<file path="config.mk">
export PLATFORM = sky130hd
export DESIGN_NAME = uart_log_arbiter
export DESIGN_NICKNAME = d
export VERILOG_FILES = /design/src/rtl/uart_log_arbiter.sv
export SDC_FILE = /design/constraint.sdc
export NUM_CORES = 1
export LEC_CHECK = 0
export CAP_MARGIN = 40
export CORE_UTILIZATION = 43
export DETAILED_ROUTE_END_ITERATION = 8
export PLACE_DENSITY_LB_ADDON = 0.25
export REMOVE_ABC_BUFFERS = 1
export SYNTH_ARGS = -nofsm -noshare
export SYNTH_HDL_FRONTEND = slang
export SYNTH_SLANG_ARGS = --single-unit
export TNS_END_PERCENT = 10
</file>
<file path="constraint.sdc">
create_clock -name clk -period 2.05 [get_ports clk]
set_input_delay 0.205 -clock clk [delete_from_list [all_inputs] [get_ports clk]]
set_output_delay 0.205 -clock clk [all_outputs]
set_load 0.005 [all_outputs]
</file>
<file path="src/rtl/uart_log_arbiter.sv">
// Line-atomic arbiter sharing one byte-wide log sink between a secure and a
// non-secure UART transmit path, with a hold timeout against unterminated lines.
module uart_log_arbiter #(
    parameter logic [7:0] EOL_CHAR = 8'h0A,
    parameter int          MAX_HOLD = 256,
    parameter int          CNT_W    = 9
) (
    input  logic       clk,
    input  logic       rst,
    input  logic       s_valid_i,
    input  logic [7:0] s_data_i,
    output logic       s_ready_o,
    input  logic       ns_valid_i,
    input  logic [7:0] ns_data_i,
    output logic       ns_ready_o,
    output logic       tx_valid_o,
    output logic [7:0] tx_data_o,
    output logic       tx_src_o,
    input  logic       tx_ready_i,
    output logic       hold_timeout_o
);

    typedef enum logic [1:0] {
        IDLE   = 2'b00,
        GNT_S  = 2'b01,
        GNT_NS = 2'b10
    } state_t;

    localparam logic [CNT_W-1:0] HOLD_LIMIT = CNT_W'(MAX_HOLD);
    localparam logic [CNT_W-1:0] CNT_ONE    = CNT_W'(1);
    localparam logic [CNT_W-1:0] CNT_ZERO   = CNT_W'(0);

    function automatic logic is_eol(input logic [7:0] b);
        return (b == EOL_CHAR);
    endfunction

    state_t           state_r;
    logic             last_grant_r;   // 0 = secure was last owner, 1 = non-secure
    logic [CNT_W-1:0] hold_cnt_r;
    logic             hold_timeout_r;
    logic             tx_valid_r;
    logic [7:0]       tx_data_r;
    logic             tx_src_r;

    logic             own_valid_s;
    logic [7:0]       own_data_s;
    logic             other_valid_s;
    logic             granted_s;
    logic             is_ns_s;
    logic             slot_open_s;
    logic             eol_accept_s;
    logic             timeout_s;
    logic             own_ready_s;
    logic             accept_s;
    logic             pick_valid_s;
    logic             pick_ns_s;

    // Route the currently granted source onto a common request view
    always_comb begin
        own_valid_s   = 1'b0;
        own_data_s    = 8'h00;
        other_valid_s = 1'b0;
        granted_s     = 1'b0;
        is_ns_s       = 1'b0;
        case (state_r)
            GNT_S: begin
                own_valid_s   = s_valid_i;
                own_data_s    = s_data_i;
                other_valid_s = ns_valid_i;
                granted_s     = 1'b1;
                is_ns_s       = 1'b0;
            end
            GNT_NS: begin
                own_valid_s   = ns_valid_i;
                own_data_s    = ns_data_i;
                other_valid_s = s_valid_i;
                granted_s     = 1'b1;
                is_ns_s       = 1'b1;
            end
            default: begin
                own_valid_s   = 1'b0;
                own_data_s    = 8'h00;
                other_valid_s = 1'b0;
                granted_s     = 1'b0;
                is_ns_s       = 1'b0;
            end
        endcase
    end

    // Handshake qualification; an EOL accepted this cycle pre-empts the timeout
    always_comb begin
        slot_open_s  = ~tx_valid_r | tx_ready_i;
        eol_accept_s = granted_s & slot_open_s & own_valid_s & is_eol(own_data_s);
        timeout_s    = granted_s & (hold_cnt_r == HOLD_LIMIT) & other_valid_s & ~eol_accept_s;
        own_ready_s  = granted_s & slot_open_s & ~timeout_s;
        accept_s     = own_ready_s & own_valid_s;
    end

    // Round-robin choice between pending sources while idle
    always_comb begin
        pick_valid_s = 1'b0;
        pick_ns_s    = 1'b0;
        if (s_valid_i && ns_valid_i) begin
            pick_valid_s = 1'b1;
            pick_ns_s    = ~last_grant_r;
        end else if (s_valid_i) begin
            pick_valid_s = 1'b1;
            pick_ns_s    = 1'b0;
        end else if (ns_valid_i) begin
            pick_valid_s = 1'b1;
            pick_ns_s    = 1'b1;
        end else begin
            pick_valid_s = 1'b0;
            pick_ns_s    = 1'b0;
        end
    end

    // Grant FSM, hold counter and timeout pulse
    always_ff @(posedge clk or posedge rst) begin
        if (rst) begin
            state_r        <= IDLE;
            last_grant_r   <= 1'b1;
            hold_cnt_r     <= CNT_ZERO;
            hold_timeout_r <= 1'b0;
        end else begin
            hold_timeout_r <= 1'b0;
            case (state_r)
                IDLE: begin
                    hold_cnt_r <= CNT_ZERO;
                    if (pick_valid_s) begin
                        state_r <= pick_ns_s ? GNT_NS : GNT_S;
                    end else begin
                        state_r <= IDLE;
                    end
                end
                GNT_S, GNT_NS: begin
                    if (eol_accept_s) begin
                        state_r      <= IDLE;
                        last_grant_r <= is_ns_s;
                        hold_cnt_r   <= CNT_ZERO;
                    end else if (timeout_s) begin
                        state_r        <= IDLE;
                        last_grant_r   <= is_ns_s;
                        hold_cnt_r     <= CNT_ZERO;
                        hold_timeout_r <= 1'b1;
                    end else if (hold_cnt_r != HOLD_LIMIT) begin
                        hold_cnt_r <= hold_cnt_r + CNT_ONE;
                    end else begin
                        hold_cnt_r <= hold_cnt_r;
                    end
                end
                default: begin
                    state_r    <= IDLE;
                    hold_cnt_r <= CNT_ZERO;
                end
            endcase
        end
    end

    // Output register: load on accept, drain when the sink takes the byte
    always_ff @(posedge clk or posedge rst) begin
        if (rst) begin
            tx_valid_r <= 1'b0;
            tx_data_r  <= 8'h00;
            tx_src_r   <= 1'b0;
        end else if (accept_s) begin
            tx_valid_r <= 1'b1;
            tx_data_r  <= own_data_s;
            tx_src_r   <= is_ns_s;
        end else if (tx_ready_i) begin
            tx_valid_r <= 1'b0;
        end else begin
            tx_valid_r <= tx_valid_r;
        end
    end

    assign s_ready_o      = own_ready_s & (state_r == GNT_S);
    assign ns_ready_o     = own_ready_s & (state_r == GNT_NS);
    assign tx_valid_o     = tx_valid_r;
    assign tx_data_o      = tx_data_r;
    assign tx_src_o       = tx_src_r;
    assign hold_timeout_o = hold_timeout_r;

endmodule

</file>
# Yosys cells after proc, flatten, opt, wreduce, memory -nomap -nowiden
# Index checks and enable logic that the tools add are counted.
totals:
  register_bits: 23
  latch_bits: 0
  ram_bits: 0
  rom_bits: 0
  inputBits: 21
  out_inout_bits: 13
  word_cells: 62
  memories: 0
classes:
  n_addsub: 1
  n_mul: 0
  n_div: 0
  order_cmp: 0
  eq_ne: 7
  shift: 0
  mux: 26
  bitwise: 15
  n_reduce_logical: 6
ops:
  columns: ["cell", "n"]
  rows:
  - ["$mux W9", 4]
  - ["$pmux W8 S2", 1]
  - ["$mux W1", 14]
  - ["$and A1 B1 Y1", 10]
  - ["$add A9 B1 Y9 const B", 1]
  - ["$eq A9 B9 Y1 const B", 1]
  - ["$ne A9 B9 Y1 const B", 1]
  - ["$eq A8 B4 Y1 const B", 1]
  - ["$mux W2", 4]
  - ["$ne A4 B1 Y1 const B", 1]
  - ["$not A1 Y1", 4]
  - ["$pmux W1 S2", 2]
  - ["$pmux W2 S2", 1]
  - ["$reduce_bool A2 Y1", 2]
  - ["$ne A3 B1 Y1 const B", 1]
  - ["$eq A2 B1 Y1 const B", 1]
  - ["$eq A2 B2 Y1 const B", 1]
  - ["$logic_not A2 Y1", 1]
  - ["$reduce_and A2 Y1", 1]
  - ["$reduce_or A2 Y1", 1]
  - ["$logic_and A1 B1 Y1", 1]
  - ["$or A1 B1 Y1", 1]

# Depth between registers and ports, before layout
# Gate-level depths: netlist of the first run.
logic_depth:
  word_depth: 12
  depth_mapped: 8
  ltp_nobuf: 7

# Worst setup path before layout of the first run
# OpenSTA, ideal clock, no wires.
synth_path:
  kind: "register -> register"
  startpoint: "reg state_r[0]"
  endpoint: "reg tx_data_r[1], in the netlist tx_data_o[1]"
  setup_ps: 125
  arrival_time_ps: 2124
  required_time_ps: 1925
  path_slack_ps: -199
  stages_incl_launch_ff: 9
  path_buffers: 1
  path_cell_list: "dfrtp_1 inv_1 ha_1 clkbuf_1 a22oi_1 nor3b_1 o2111ai_4 a21oi_4 mux2_4"
synth_between:
  elab_chain_cells: 11
  word_cells_on_any_way: 18
synth_lines:
  columns: ["element", "line", "text"]
  rows:
  - ["from (decl)", "37", "state_t state_r;"]
  - ["from (signal assigned)", "131", "state_r <= pick_ns_s ? GNT_NS : GNT_S;"]
  - ["$eq A2 B1 Y1 or $eq A2 B2 Y1 (tied branches)", "65", "case (state_r)"]
  - ["$reduce_or A2 Y1 (no source line)", null, null]
  - ["$mux W1", "65", null]
  - ["$and A1 B1 Y1", "93, 95", null]
  - ["$and A1 B1 Y1 (2 in a row)", "93", "eol_accept_s = granted_s & slot_open_s & own_valid_s & is_eol(own_data_s);"]
  - ["$not A1 Y1", "94", "timeout_s = granted_s & (hold_cnt_r == HOLD_LIMIT) & other_valid_s & ~eol_accept_s;"]
  - ["$and A1 B1 Y1", "94", null]
  - ["$not A1 Y1", "95", "own_ready_s = granted_s & slot_open_s & ~timeout_s;"]
  - ["$and A1 B1 Y1", "95", null]
  - ["$and A1 B1 Y1", "96", "accept_s = own_ready_s & own_valid_s;"]
  - ["to (signal assigned)", "168", "tx_data_r <= own_data_s;"]
  - ["to (decl)", "42", "logic [7:0] tx_data_r;"]
# Parallel ways exist; a longest one is shown, timed or not.
# A chain may end at the register's enable or synchronous reset.

# Worst setup path after layout of the first run
layout_path:
  startpoint: "reg state_r[1]"
  endpoint: "out s_ready_o"
layout_between:
  elab_chain_cells: 11
  word_cells_on_any_way: 18
layout_lines:
  columns: ["element", "line", "text"]
  rows:
  - ["$eq A2 B1 Y1 or $eq A2 B2 Y1 (tied branches)", "65, 177", null]
  - ["$reduce_or A2 Y1 (no source line)", null, null]
  - ["$mux W1", "65", null]
  - ["$and A1 B1 Y1", "93, 95", null]
  - ["$and A1 B1 Y1 (2 in a row)", "93", null]
  - ["$not A1 Y1", "94", null]
  - ["$and A1 B1 Y1", "94", null]
  - ["$not A1 Y1", "95", null]
  - ["$and A1 B1 Y1", "95", null]
  - ["$and A1 B1 Y1 *", "177", "assign s_ready_o = own_ready_s & (state_r == GNT_S);"]
  - ["to (decl)", "12", "output logic s_ready_o,"]
# Every way passes the cells marked *; elsewhere a longest branch is shown, timed or not.

==> results of run 1 <==
-- path summary, 6_finish.rpt --
kind | endpoint | startpoint | cells after the start
max in group asynchronous | last_grant_r$_DFFE_PP1P_ | rst | 3
min in group clk | tx_data_o[2]$_DFFE_PP0P_ | s_data_i[2] | 3
min reg2reg | tx_src_o$_DFFE_PP0P_ | tx_src_o$_DFFE_PP0P_ | 1
max reg2reg | tx_data_o[3]$_DFFE_PP0P_ | state_r[0]$_DFFE_PP0P_ | 10
max | s_ready_o | state_r[1]$_DFFE_PP0P_ | 9
min | tx_data_o[3]$_DFFE_PP0P_ | rst | 3
-- power groups by stage --
| stage | registers [mW] | clock network (mW) | logic [mW] |
|---|---|---|---|
| floorplan | 0.705 | 0 | 0.599 |
| finish | 0.697 | 0.214 | 1.51 |
| global placement | 0.685 | 0 | 1.26 |
| global route | 0.712 | 0.238 | 1.62 |
| detailed placement | 0.696 | 0 | 1.29 |
| CTS | 0.697 | 0.220 | 1.48 |
-- critical path, delay by kind of cell, from the launching register on --
kind | cells | cell delay, ns
and+or+nand+nor | 4 | 0.52
DFF | 1 | 0.44
adders and majority gates | 1 | 0.16
buffers and inverters | 3 | 0.34
AOI/OAI and AO/OA | 1 | 0.15
-- metal layers --
layer / wire length [um] / GRT usage (%)
met4: 104 / 8.36
met5: 0 / 0
met2: 2030 / 45.7
met1: 1600 / 33.9
met3: 177 / 2.49
-- per-stage QoR --
step / hold slack, ns / setup WS (ns) / power (mW)
6_report: 0.227 / -0.0637 / 2.42
5_1_grt: 0.253 / -0.188 / 2.57
4_1_cts: 0.228 / -0.0869 / 2.39
3_5_place_dp: 0.504 / -0.536 / 1.99
3_3_place_gp: 0.510 / -0.472 / 1.94
2_1_floorplan: 0.206 / -0.270 / 1.30
-- registers in the layout (all words and copies together) (netlist names) --
signal,count
tx_valid_o,1
hold_cnt_r,9
tx_src_o,1
last_grant_r,1
hold_timeout_o,1
state_r,2
tx_data_o,8
-- cell families after synthesis --
kind of cell	Yosys count
AO/OA/AOI/OAI	25
flip-flops	23
XOR/XNOR	7
adder cells (fa/ha/maj)	5
AND/OR/NAND/NOR	45
multiplexers	6
buffers and inverters	11
-- placed cells by master, fill, tap and decap left out, drive strengths merged, types with 2 or more instances in the layout --
master / synthesis / final
a21oi: 2 / 2
a221oi: 6 / 6
a22o: 2 / 2
a22oi: 3 / 3
a2bb2oi: 6 / 6
and3: 4 / 4
buf: 1 / 41
clkbuf: 2 / 3
clkdlybuf4s50: 0 / 25
dfrtp: 22 / 22
dlygate4sd2: 0 / 6
ha: 5 / 5
inv: 8 / 8
mux2: 3 / 3
mux2i: 3 / 3
nand2: 11 / 11
nand3: 7 / 7
nand4: 3 / 3
nor2: 9 / 9
nor2b: 3 / 3
o31ai: 2 / 2
or4: 2 / 2
xor2: 6 / 6
-- layout make-up --
cell class	count	area share, %
clock buffer	3	1.06
clock inverter	1	0.237
multi-input combinational	88	38.0
sequential	23	27.3
timing repair buffer	72	30.2
inverter	8	1.42
tap	31	1.83
-- timing repair --
item,4_1_cts,5_1_grt
cloned,0,0
buffers inserted,5,0
setup endpoints to repair,12,11
resized for setup,39,1
pin swaps,15,1
hold buffers,0,0
==> reports/qor.json, run 1 <==
{
  "power_and_ir_drop": {
    "power_density_mw_per_mm2": 1140,
    "power_frac_comb_pct": 62.4,
    "netSwitchingFraction_pct": 36.9,
    "leakagePower_nw": 0.944,
    "clkPwrFrac_pct": 8.8,
    "power.share.sequential_pct": 28.8,
    "p_int_mw": 1.53,
    "switching_power_mw": 0.894,
    "max-vdd-ir-drop_v": 0.000656
  },
  "drt": {
    "drt-initial-drc-count": 53,
    "drt.antenna.violating_nets": 0,
    "iteration_count_of_the_initial_detailed_routing_pass": 4,
    "routed_wire_length_um": 3920,
    "post-route-drc-count": 0,
    "route.detailed.wl_per_inst_um": 17.3,
    "vias": 1266,
    "viasPerCell": 5.60
  },
  "placement": {
    "numPlacedInstances": 217,
    "place_congestion": 0.808,
    "dp_hpwl_um": 2820,
    "port-buffer-count": 33,
    "postPlaceCellArea_mm2": 0.00194
  },
  "run": {
    "max_cap_violations": 0
  },
  "global_route": {
    "antenna_found_initial": 0,
    "overflow": 0,
    "groute.usage.overall_pct": 26.0,
    "number_of_global_route_vias_before_repair": 1367,
    "grt_max_degree": 24,
    "grt_pass1_wl_um": 6540
  },
  "worst_setup_path": {
    "critical_path_endpoint_category": "output port",
    "crit_chain": "inv_2 > ha_4 > buf_6 > nand2_1 > nor2_1 > o2111ai_4 > nand2_2 > and3_4 > buf_6",
    "slowest_delay_ns": 0.44,
    "crit_fanout": 5,
    "worst_setup_path_start_kind": "flop",
    "timing.critical_path.slowest_stage_cell": "sky130_fd_sc_hd__dfrtp_1",
    "critical_path_class": "flop to output port",
    "r2r_setup_slack_ns": -0.05,
    "arrival_ns": 1.91,
    "cp_data_required_time_ns": 1.85,
    "timing.critical_path.mode_cell": "sky130_fd_sc_hd__buf_6"
  },
  "cells_and_area": {
    "post-route-cell-area_mm2": 0.00212,
    "final_core_util_pct": 74.8,
    "fill_cells": 203,
    "synthToLayoutAreaGrowth_pct": 61.0,
    "total_area_of_sequential_cells_um2": 577,
    "fraction_of_final_layout_cells_sized_beyond_drive_strength_1_pct": 38.5,
    "final_nets": 222,
    "num_antenna_cells": 0,
    "multi_input_comb_area_um2": 805,
    "post_layout_nonfiller_instances": 226
  },
  "synth": {
    "synth_edf_count": 0,
    "combinational_family_with_the_most_area_after_synthesis": "compound AO/OA/AOI/OAI gates",
    "synth-seq-area-share_pct": 43.9,
    "synth-async-reset-ratio_pct": 100,
    "synth_commonest_cells": "22 x sky130_fd_sc_hd__dfrtp_1, 11 x sky130_fd_sc_hd__nand2_1, 9 x sky130_fd_sc_hd__nor2_1, 8 x sky130_fd_sc_hd__inv_1",
    "synthesis.instances": 122,
    "synthesis.area_mm2": 0.00131,
    "yosys_warnings": 0,
    "synth_cell_types": 36,
    "synth.mux.area_fraction_pct": 5.43,
    "compound_gate_fraction_of_synth_area_pct": 19.5,
    "most_frequently_used_cell_type_in_the_post_synthesis_netlist": "sky130_fd_sc_hd__dfrtp_1",
    "yosys.area.top_type_share_pct": 41.9,
    "post_synth_main_area_contributors": "sky130_fd_sc_hd__dfrtp_1 42%, sky130_fd_sc_hd__ha_1 4.8%, sky130_fd_sc_hd__a221oi_1 4.0%",
    "area_leader_netlist": "sky130_fd_sc_hd__dfrtp_1",
    "syn_area_per_cell_um2": 10.8,
    "xor_xnor_share_of_the_synthesized_area_pct": 4.67,
    "synth-seq-cells": 23,
    "postSynth.topFlopCell": "sky130_fd_sc_hd__dfrtp_1",
    "post_synth_fa_ha_maj_area_fraction_pct": 4.76,
    "synthSimpleGateAreaFrac_pct": 18.6
  },
  "timing": {
    "slew_violations": 0,
    "tightest_slew_ns": 0.365,
    "unrepaired_setup_endpoints_after_global_routing": "true",
    "finalSetupTns_ns": -0.420,
    "max_slew_margin_pct": 75.5,
    "setup_violation_total_in_the_final_timing_report": 11,
    "setup_ws_ns": -0.0637,
    "layout_min_cycle_time_ns": 2.11,
    "post-route-period-util_pct": 103,
    "fin_skew_ns": 0.00222,
    "max_clock_freq_mhz": 473,
    "hold_viol_final": 0
  },
  "floorplanning": {
    "dieHeight_um": 57.3,
    "starting_density_of_the_core_pct": 46.4,
    "placeableCoreArea_mm2": 0.00283,
    "rows": 19,
    "fp.dieArea_mm2": 0.00328,
    "chipWidth_um": 57.3,
    "top_level_port_count": 34
  },
  "clock_network": {
    "clock_path_buffers": 2,
    "cts_tree": "done",
    "cts_sinks": 23,
    "clock-root-buffer": "sky130_fd_sc_hd__clkbuf_4",
    "tritoncts.num_buffers": 3,
    "htree_num_levels": 1,
    "skew_pair_late_insertion_delay_ns": 0.31,
    "clk_pin_slew_worst_paths_ns": 0.13
  },
  "status": {
    "status": "finished with violations",
    "failed_checks": "negative setup slack"
  },
  "hold_path": {
    "holdCritPathClass": "primary input to asynchronous set/reset pin"
  }
}
(Power assumes the default switching activity.)
==> run 2, diff against run 1 <==
CORE_MARGIN = 2   (was default)
==> reports/qor.json, run 2 (synthesized netlist as in run 1, its figures left out) <==
{
  "clock_network": {
    "clk_pin_slew_worst_paths_ns": 0.14,
    "cts_tree": "done",
    "htree_num_levels": 1,
    "clock-root-buffer": "sky130_fd_sc_hd__clkbuf_4",
    "cts_sinks": 23,
    "skew_pair_late_insertion_delay_ns": 0.33,
    "tritoncts.num_buffers": 3,
    "clock_path_buffers": 2
  },
  "worst_setup_path": {
    "worst_setup_path_start_kind": "flop",
    "timing.critical_path.slowest_stage_cell": "sky130_fd_sc_hd__dfrtp_1",
    "cp_data_required_time_ns": 1.85,
    "critical_path_class": "flop to output port",
    "critical_path_endpoint_category": "output port",
    "timing.reg2reg.worst_path_depth": 9,
    "slowest_delay_ns": 0.43,
    "arrival_ns": 1.97,
    "crit_chain": "inv_2 > ha_4 > a22oi_2 > nor3b_2 > buf_4 > o2111ai_4 > nand2_2 > and3_4 > buf_6",
    "regToRegEndpoint": "tx_data_o[1]$_DFFE_PP0P_",
    "crit_fanout": 4,
    "r2r_setup_slack_ns": -0.03,
    "rr_startpoint": "state_r[0]$_DFFE_PP0P_"
  },
  "cells_and_area": {
    "post-route-cell-area_mm2": 0.00211,
    "total_area_of_sequential_cells_um2": 577,
    "multi_input_comb_area_um2": 792,
    "fill_cells": 217,
    "fraction_of_final_layout_cells_sized_beyond_drive_strength_1_pct": 37.4,
    "final_core_util_pct": 71.0,
    "final_nets": 222,
    "num_antenna_cells": 0,
    "regMostFlops": "hold_cnt_r",
    "final_cell_mix": "32 x sky130_fd_sc_hd__buf_4, 25 x sky130_fd_sc_hd__clkdlybuf4s50_1, 22 x sky130_fd_sc_hd__dfrtp_1",
    "layout.cells.most_common": "sky130_fd_sc_hd__buf_4",
    "synthToLayoutAreaGrowth_pct": 61.0,
    "post_layout_nonfiller_instances": 228,
    "largest_register_ff_count": 9
  },
  "timing": {
    "hold_viol_final": 0,
    "max_slew_margin_pct": 54.3,
    "tightest_slew_ns": 0.685,
    "unrepaired_setup_endpoints_after_global_routing": "true",
    "fin_skew_ns": 0.00908,
    "setup_violation_total_in_the_final_timing_report": 7,
    "slew_violations": 0,
    "max_clock_freq_mhz": 460,
    "setup_ws_ns": -0.126,
    "post-route-period-util_pct": 106,
    "layout_min_cycle_time_ns": 2.18,
    "finalSetupTns_ns": -0.329
  },
  "drt": {
    "vias": 1245,
    "routed_wire_length_um": 3600,
    "viasPerCell": 5.46,
    "iteration_count_of_the_initial_detailed_routing_pass": 4,
    "drt-initial-drc-count": 42,
    "drt.antenna.violating_nets": 0,
    "route.detailed.wl_per_inst_um": 15.8,
    "post-route-drc-count": 0
  },
  "floorplanning": {
    "chipWidth_um": 59.3,
    "placeableCoreArea_mm2": 0.00298,
    "dieHeight_um": 59.3,
    "fp.dieArea_mm2": 0.00351,
    "top_level_port_count": 34,
    "rows": 20,
    "starting_density_of_the_core_pct": 44.1
  },
  "status": {
    "status": "finished with violations",
    "failed_checks": "negative setup slack"
  },
  "placement": {
    "dp_hpwl_um": 2610,
    "postPlaceCellArea_mm2": 0.00193,
    "place_congestion": 0.775,
    "numPlacedInstances": 218,
    "port-buffer-count": 33
  },
  "global_route": {
    "grt_pass1_wl_um": 5870,
    "antenna_found_initial": 0,
    "overflow": 0,
    "groute.usage.overall_pct": 22.4,
    "number_of_global_route_vias_before_repair": 1290,
    "grt_max_degree": 18
  },
  "run": {
    "max_cap_violations": 0
  },
  "power_and_ir_drop": {
    "power_density_mw_per_mm2": 1140,
    "leakagePower_nw": 0.948,
    "max-vdd-ir-drop_v": 0.000858
  },
  "hold_path": {
    "holdCritPathClass": "primary input to asynchronous set/reset pin"
  }
}
## run 2: worst max-delay path by stage
stage                            from                  endpoint  slack, ns  cells after the start
6_report       state_r[0]$_DFFE_PP0P_                 s_ready_o      -0.13                      9
5_1_grt        state_r[0]$_DFFE_PP0P_                 s_ready_o      -0.26                      9
4_1_cts        state_r[0]$_DFFE_PP0P_                 s_ready_o       -0.1                      9
3_5_place_dp             ns_data_i[0]                 s_ready_o      -0.53                      7
3_3_place_gp             ns_data_i[0]                ns_ready_o      -0.49                      7
2_1_floorplan  state_r[0]$_DFFE_PP0P_  tx_data_o[1]$_DFFE_PP0P_      -0.27                      7
## run 2: power breakdown
group	switching [mW]	total, mW	internal, mW	leakage, nW
Clock	0.151	0.224	0.0732	0.0177
Combinational	0.629	1.50	0.868	0.632
Sequential	0.0853	0.690	0.604	0.298
## run 2: layout make-up
class / count / share of cell area (%)
Clock inverter: 1 / 0.237
Timing Repair Buffer: 72 / 30.6
Inverter: 8 / 1.42
Sequential cell: 23 / 27.3
Multi-Input combinational cell: 88 / 37.5
Tap cell: 33 / 1.95
Clock buffer: 3 / 1.07
## run 2: per-stage QoR
| step | hold WS, ns | power, mW | setup slack (ns) |
|---|---|---|---|
| floorplan | 0.206 | 1.30 | -0.270 |
| global placement | 0.499 | 1.94 | -0.495 |
| detailed placement | 0.497 | 1.97 | -0.527 |
| CTS | 0.297 | 2.37 | -0.100 |
| global route | 0.289 | 2.57 | -0.259 |
| finish | 0.256 | 2.41 | -0.126 |
## run 2: repair_timing
item / 4_1_cts / 5_1_grt
resized for setup: 40 / 1
buffers inserted: 5 / 1
pin swaps: 16 / 3
hold buffers: 0 / 0
setup endpoints to repair: 12 / 11
## run 2: critical path, delay by kind of cell (launching register included)
family / cells / cell delay (ns)
AOI/OAI and AO/OA: 2 / 0.21
and+or+nand+nor: 3 / 0.49
buffers and inverters: 3 / 0.35
adders and majority gates: 1 / 0.16
DFF: 1 / 0.43
## run 2: layer usage
layer  track usage, %  wire length (um)
met1             28.3              1550
met4             6.82                46
met3             4.80               131
met2             38.0              1870
met5                0                 0
